--- src/rtl/pwm_capture_pkg.sv ---
// Shared types and constants for the PWM duty decoder and its generator-side
// counterpart: FSM state encoding, stuck codes and the PWM period length.
package pwm_capture_pkg;

  localparam int PWM_STEPS = 256;

  typedef enum logic [1:0] {
    HUNT    = 2'd0,
    MEASURE = 2'd1,
    CHECK   = 2'd2
  } cap_state_e;

  typedef enum logic [1:0] {
    STUCK_NONE = 2'b00,
    STUCK_LOW  = 2'b01,
    STUCK_HIGH = 2'b10
  } stuck_e;

endpackage

--- src/rtl/pwm_capture_tick_gen.sv ---
// Free-running prescaler: emits a one-clock tick every DIV_COUNT clocks,
// on the last count of each cycle.
module tick_gen #(
  parameter int DIV_COUNT = 188
) (
  input  logic clk_i,
  input  logic rst_ni,
  output logic tick_o
);
  localparam int CW = (DIV_COUNT > 1) ? $clog2(DIV_COUNT) : 1;
  localparam logic [CW-1:0] CNT_LAST = CW'(DIV_COUNT - 1);

  logic [CW-1:0] cnt_q, cnt_d;

  assign tick_o = (cnt_q == CNT_LAST);

  always_comb begin
    cnt_d = tick_o ? '0 : cnt_q + CW'(1);
  end

  always_ff @(posedge clk_i or negedge rst_ni) begin
    if (!rst_ni) begin
      cnt_q <= '0;
    end else begin
      cnt_q <= cnt_d;
    end
  end

endmodule

--- src/rtl/pwm_capture.sv ---
// PWM duty decoder: measures high ticks over a 256-tick window aligned to the
// input's rising edge and republishes the generator's 8-bit duty code.
module pwm_capture
  import pwm_capture_pkg::*;
#(
  parameter int DIV_COUNT  = 188,
  parameter int HUNT_TICKS = 512
) (
  input  logic       CLK,
  input  logic       RST_N,
  input  logic       pwm_in,
  output logic [7:0] duty,
  output logic       valid,
  output logic       locked,
  output logic [1:0] stuck,
  output logic       changed
);
  localparam int HW = (HUNT_TICKS > 1) ? $clog2(HUNT_TICKS) : 1;
  localparam logic [HW-1:0] HUNT_LAST = HW'(HUNT_TICKS - 1);
  localparam logic [7:0] WIN_LAST = 8'(PWM_STEPS - 1);

  // Generator high time is duty+1 ticks; a full-high window saturates at FF.
  function automatic logic [7:0] decode_duty(input logic [8:0] high_cnt);
    if (high_cnt == 9'd0) return 8'h00;
    return 8'(high_cnt - 9'd1);
  endfunction

  logic          tick;
  logic          sync_p0_q, s_q;
  logic          prev_q, prev_d;
  cap_state_e    state_q, state_d;
  logic [HW-1:0] hunt_q, hunt_d;
  logic [7:0]    win_q, win_d;
  logic [8:0]    high_q, high_d;
  logic [8:0]    high_total;
  logic [7:0]    duty_q, duty_d;
  stuck_e        stuck_q, stuck_d;
  logic          valid_q, valid_d;
  logic          changed_q, changed_d;
  logic          locked_q, locked_d;
  logic          rise;
  logic          pub;
  logic [7:0]    pub_duty;
  stuck_e        pub_stuck;

  tick_gen #(
    .DIV_COUNT(DIV_COUNT)
  ) u_tick_gen (
    .clk_i (CLK),
    .rst_ni(RST_N),
    .tick_o(tick)
  );

  // Two-flop synchronizer for the asynchronous input
  always_ff @(posedge CLK or negedge RST_N) begin
    if (!RST_N) begin
      sync_p0_q <= 1'b0;
      s_q       <= 1'b0;
    end else begin
      sync_p0_q <= pwm_in;
      s_q       <= sync_p0_q;
    end
  end

  assign rise       = tick & s_q & ~prev_q;
  assign high_total = high_q + {8'd0, s_q};

  always_comb begin
    state_d   = state_q;
    prev_d    = prev_q;
    hunt_d    = hunt_q;
    win_d     = win_q;
    high_d    = high_q;
    locked_d  = locked_q;
    duty_d    = duty_q;
    stuck_d   = stuck_q;
    valid_d   = 1'b0;
    changed_d = 1'b0;
    pub       = 1'b0;
    pub_duty  = 8'h00;
    pub_stuck = STUCK_NONE;

    if (tick) begin
      prev_d = s_q;
      unique case (state_q)
        HUNT: begin
          if (rise) begin
            state_d = MEASURE;
            hunt_d  = '0;
            win_d   = 8'd1;
            high_d  = 9'd1;
          end else if (hunt_q == HUNT_LAST) begin
            hunt_d    = '0;
            locked_d  = 1'b0;
            pub       = 1'b1;
            pub_duty  = s_q ? 8'hFF : 8'h00;
            pub_stuck = s_q ? STUCK_HIGH : STUCK_LOW;
          end else begin
            hunt_d = hunt_q + HW'(1);
          end
        end
        MEASURE: begin
          if (win_q == WIN_LAST) begin
            pub      = 1'b1;
            pub_duty = decode_duty(high_total);
            state_d  = CHECK;
          end else begin
            win_d  = win_q + 8'd1;
            high_d = high_total;
          end
        end
        CHECK: begin
          // A back-to-back edge keeps the windows aligned without re-hunting
          if (rise) begin
            locked_d = 1'b1;
            state_d  = MEASURE;
            win_d    = 8'd1;
            high_d   = 9'd1;
          end else begin
            locked_d = 1'b0;
            state_d  = HUNT;
            hunt_d   = '0;
          end
        end
        default: state_d = HUNT;
      endcase
    end

    if (pub) begin
      valid_d   = 1'b1;
      duty_d    = pub_duty;
      stuck_d   = pub_stuck;
      changed_d = (pub_duty != duty_q);
    end
  end

  always_ff @(posedge CLK or negedge RST_N) begin
    if (!RST_N) begin
      state_q   <= HUNT;
      prev_q    <= 1'b0;
      hunt_q    <= '0;
      win_q     <= 8'd0;
      high_q    <= 9'd0;
      locked_q  <= 1'b0;
      duty_q    <= 8'h00;
      stuck_q   <= STUCK_NONE;
      valid_q   <= 1'b0;
      changed_q <= 1'b0;
    end else begin
      state_q   <= state_d;
      prev_q    <= prev_d;
      hunt_q    <= hunt_d;
      win_q     <= win_d;
      high_q    <= high_d;
      locked_q  <= locked_d;
      duty_q    <= duty_d;
      stuck_q   <= stuck_d;
      valid_q   <= valid_d;
      changed_q <= changed_d;
    end
  end

  assign duty    = duty_q;
  assign valid   = valid_q;
  assign locked  = locked_q;
  assign stuck   = stuck_q;
  assign changed = changed_q;

endmodule

--- config.mk ---
export PLATFORM = sky130hd
export DESIGN_NAME = pwm_capture
export DESIGN_NICKNAME = d
export VERILOG_FILES = /design/src/rtl/pwm_capture_pkg.sv /design/src/rtl/pwm_capture_tick_gen.sv /design/src/rtl/pwm_capture.sv
export SDC_FILE = /design/constraint.sdc
export NUM_CORES = 1
export LEC_CHECK = 0
export CORE_UTILIZATION = 40
export CTS_CLUSTER_SIZE = 25
export DETAILED_ROUTE_END_ITERATION = 6
export GPL_ROUTABILITY_DRIVEN = 0
export GPL_TIMING_DRIVEN = 0
export PLACE_DENSITY = 0.61
export SETUP_SLACK_MARGIN = 0.5
export SLEW_MARGIN = 10
export SYNTH_ARGS = -nofsm -noshare
export SYNTH_HDL_FRONTEND = slang
export SYNTH_SLANG_ARGS = --single-unit
--- constraint.sdc ---
create_clock -name CLK -period 2.8 [get_ports CLK]
set_clock_uncertainty 0.05 [all_clocks]
set_input_delay 0.56 -clock CLK [delete_from_list [all_inputs] [get_ports CLK]]
set_output_delay 0.56 -clock CLK [all_outputs]
set_load 0.005 [all_outputs]
==> results_dict.tcl <==
set metrics [dict create \
    end_kind "flop" \
    path_class "reg -> reg" \
    yosys-top-cells-area "dfrtp_1 40%, o21ai_0 6.7%, nand2_1 4.8%" \
    grt_pass1_vias 2750 \
    synth_ff_type "dfrtp_1" \
    drtIter0Drc 197 \
    final_max_slew_viol_count 0 \
    syn_area_mm2 0.00328 \
    root_buffer "clkbuf_8" \
    switching_share_pct 24.4 \
    drive_above_1_share_pct 34.5 \
    grt_pass1_wl_mm 13.1 \
    ios 16 \
    ir_drop_mv 0.176 \
    cts.sinks 52 \
    yosysTopAreaCell "dfrtp_1" \
    status "complete, no violations" \
    numCtsBuffers 5 \
    clock_latency_ps 310 \
    syn_inst 369 \
    dr.pass1.iters 4 \
    path_max_fanout 6 \
    start_kind "flop" \
    clk_pin_slew_ps 100 \
    cts_max_level 2 \
    synth_warnings 0 \
    portBuffers 15 \
    hpwl_mm 5.13 \
    overflow 0 \
    seq_area_frac_synth_pct 39.7 \
    syn_avg_cell_area_um2 8.88 \
    synth_top_area_share_pct 39.7 \
    vias 3025 \
    critical_path.max_stage_delay_ps 530 \
    antenna_found_initial 0 \
    p_per_area_mw_per_mm2 285 \
    initial_core_util_pct 42.0 \
    final_nets 442 \
    crit_buf_inv 3 \
    min_path_type "in -> async" \
    ys_async_sr_fraction_pct 100 \
    place_inst 487 \
    core_mm2 0.00781 \
    combPwrFrac_pct 4.0 \
    worst_slew_pin_slew_ps 469 \
    p_leak_uw 0.00182 \
    row_count 32 \
    wl_per_cell_um 15.0 \
    synth_edf_count 0 \
    totalWireLength_mm 7.99 \
    p_seq_share_pct 60.1 \
    remaining_drc_errors 0 \
    rsz0062_at_grt "true" \
    finalSetupTns_ps 0 \
    drtAntennaViolNets 0 \
    critical_path_required_ps 2990 \
    fmax_ghz 0.369 \
    relSlewSlack_pct 68.6 \
    synth_seq_cells 52 \
    syn2layout_area_growth_pct 34.0 \
    hold_viol_final 0 \
    crit_path_top_delay_cell "or4b_4" \
    die_h_um 92.5 \
    crit_arrival_ps 2900 \
    syn_nets 380 \
    fill_cells 687 \
    dieArea_mm2 0.00856 \
    clk_path_buf_depth 2 \
    grt_max_degree 36 \
    p_int_uw 947 \
    crit_top_cell "buf_6" \
    p_clk_share_pct 35.8 \
    avgViaCountPerCell 5.66 \
    maxCapViolCount 0 \
    setup_viol 0 \
    timing.critical_path.max_delay_family "simple AND/OR/NAND/NOR gates" \
    ys_types 65 \
    cts_tree "yes" \
    p_sw_uw 305 \
    grt_usage_pct 19.1 \
    finalCritPeriodShare_pct 96.9 \
    stdcell_count 534 \
    worstPathCellList "ha_2 > buf_6 > and3_4 > buf_6 > a22oi_2 > nand4_1 > buf_6 > or4b_4 > and4_4 > nor4_2 > nand2_1 > a41oi_2" \
    diodes 0 \
    die_w_um 92.5 \
    layout_min_cycle_time_ps 2710 \
]
==> per-layer routing <==
layer / GRT usage [%] / routed length [um] / up-vias
li1: - / - / 1468
met1: 26.8 / 3740 / 1483
met2: 29.4 / 3880 / 65
met3: 2.79 / 270 / 9
met4: 7.81 / 94 / 0
met5: 0 / 0 / -
==> power by group through the flow <==
stage / clock network, uW / logic (uW) / registers [uW]
after floorplan: 0 / 18.1 / 768
after global placement: 0 / 41.1 / 768
after detailed placement: 0 / 44.5 / 768
after CTS: 462 / 48.5 / 753
after global routing: 492 / 56.8 / 753
final: 448 / 50.6 / 753
==> synth_stat cells, types with 3 or more instances <==
cell	n
a211oi_1	4
a21oi_1	12
a31o_2	3
a31oi_1	5
and2_1	4
and3_1	7
and4_1	3
buf_6	5
clkbuf_1	10
dfrtp_1	52
ha_1	8
inv_1	7
nand2_1	42
nand2b_1	6
nand3_1	14
nand4_1	9
nand4b_1	5
nor2_1	34
nor2b_1	3
nor3_1	6
o21a_1	3
o21ai_0	44
o31ai_1	5
or2_2	4
or3_1	6
xnor2_1	14
xor2_1	8
==> cells by family after synthesis <==
family | after synthesis | synth area share (%)
and+or+nand+nor | 162 | 27.1
buffers and inverters | 26 | 4.58
adders and majority gates | 8 | 3.05
xor gates and xnor gates | 22 | 5.88
AOI/OAI and AO/OA | 99 | 19.7
DFF | 52 | 39.7
==> stage by stage <==
stage | utilization (%) | instance area, um^2 | total power [uW] | setup WS, ps | hold slack (ps)
detailed placement | 46.4 | 3620 | 812 | -128 | 286
floorplan | - | 3330 | 786 | 290 | 214
finish | 56.3 | 4390 | 1250 | 87.9 | 125
CTS | 52.2 | 4080 | 1260 | 105 | 132
global route | 56.3 | 4390 | 1300 | -8.36 | 146
global placement | 46.2 | 3610 | 809 | -518 | 285
==> final timing paths <==
kind	from	to	slack (ps)	cells past startpoint
worst max-delay path	s_q	changed	90	12
worst min-delay path	RST_N	duty[6]	130	1
worst max register to register	s_q	changed	90	12
worst min register to register	sync_p0_q	s_q	310	0
max in group asynchronous	RST_N	u_tick_gen.cnt_q[5]	2030	2
min in group CLK	sync_p0_q	s_q	310	0
==> final cells by class <==
cell class / instances / area, um^2 / share of cell area, %
multi-input combinational: 291 / 2170 / 49.3
sequential: 52 / 1300 / 29.6
timing repair buffer: 55 / 494 / 11.2
buffer: 18 / 179 / 4.07
tap: 102 / 128 / 2.90
clock buffer: 5 / 68.8 / 1.57
inverter: 8 / 30.0 / 0.683
clock inverter: 3 / 23.8 / 0.541
==> what timing repair did <==
item	in CTS	in global routing
gates resized for setup	52	61
setup endpoints to repair	27	29
hold endpoints to repair	0	0
pin swaps	6	10
setup buffers	19	19
cloned	0	1
hold buffers	0	0
==> cells in the final DEF, fill, tap and decap left out, types with 6 or more instances in the layout <==
| cell type | count |
|---|---|
| nand3_1 | 12 |
| nand2b_1 | 6 |
| dfrtp_1 | 51 |
| xor2_1 | 7 |
| nand2_1 | 39 |
| clkdlybuf4s50_1 | 14 |
| clkbuf_8 | 6 |
| o21ai_1 | 8 |
| nor2_1 | 30 |
| buf_4 | 35 |
| o21ai_2 | 7 |
| xnor2_1 | 13 |
| o21ai_0 | 29 |
| nand4_1 | 9 |
| a21oi_1 | 10 |
| buf_6 | 12 |
==> registers in the layout (all words and copies together), names as in the netlist, 2 cells and up <==
signal / cells
duty: 8
u_tick_gen.cnt_q: 8
win_q: 8
high_q: 9
state_q: 2
hunt_q: 9
stuck: 2
Note: power is estimated with default switching activity, not from simulation.
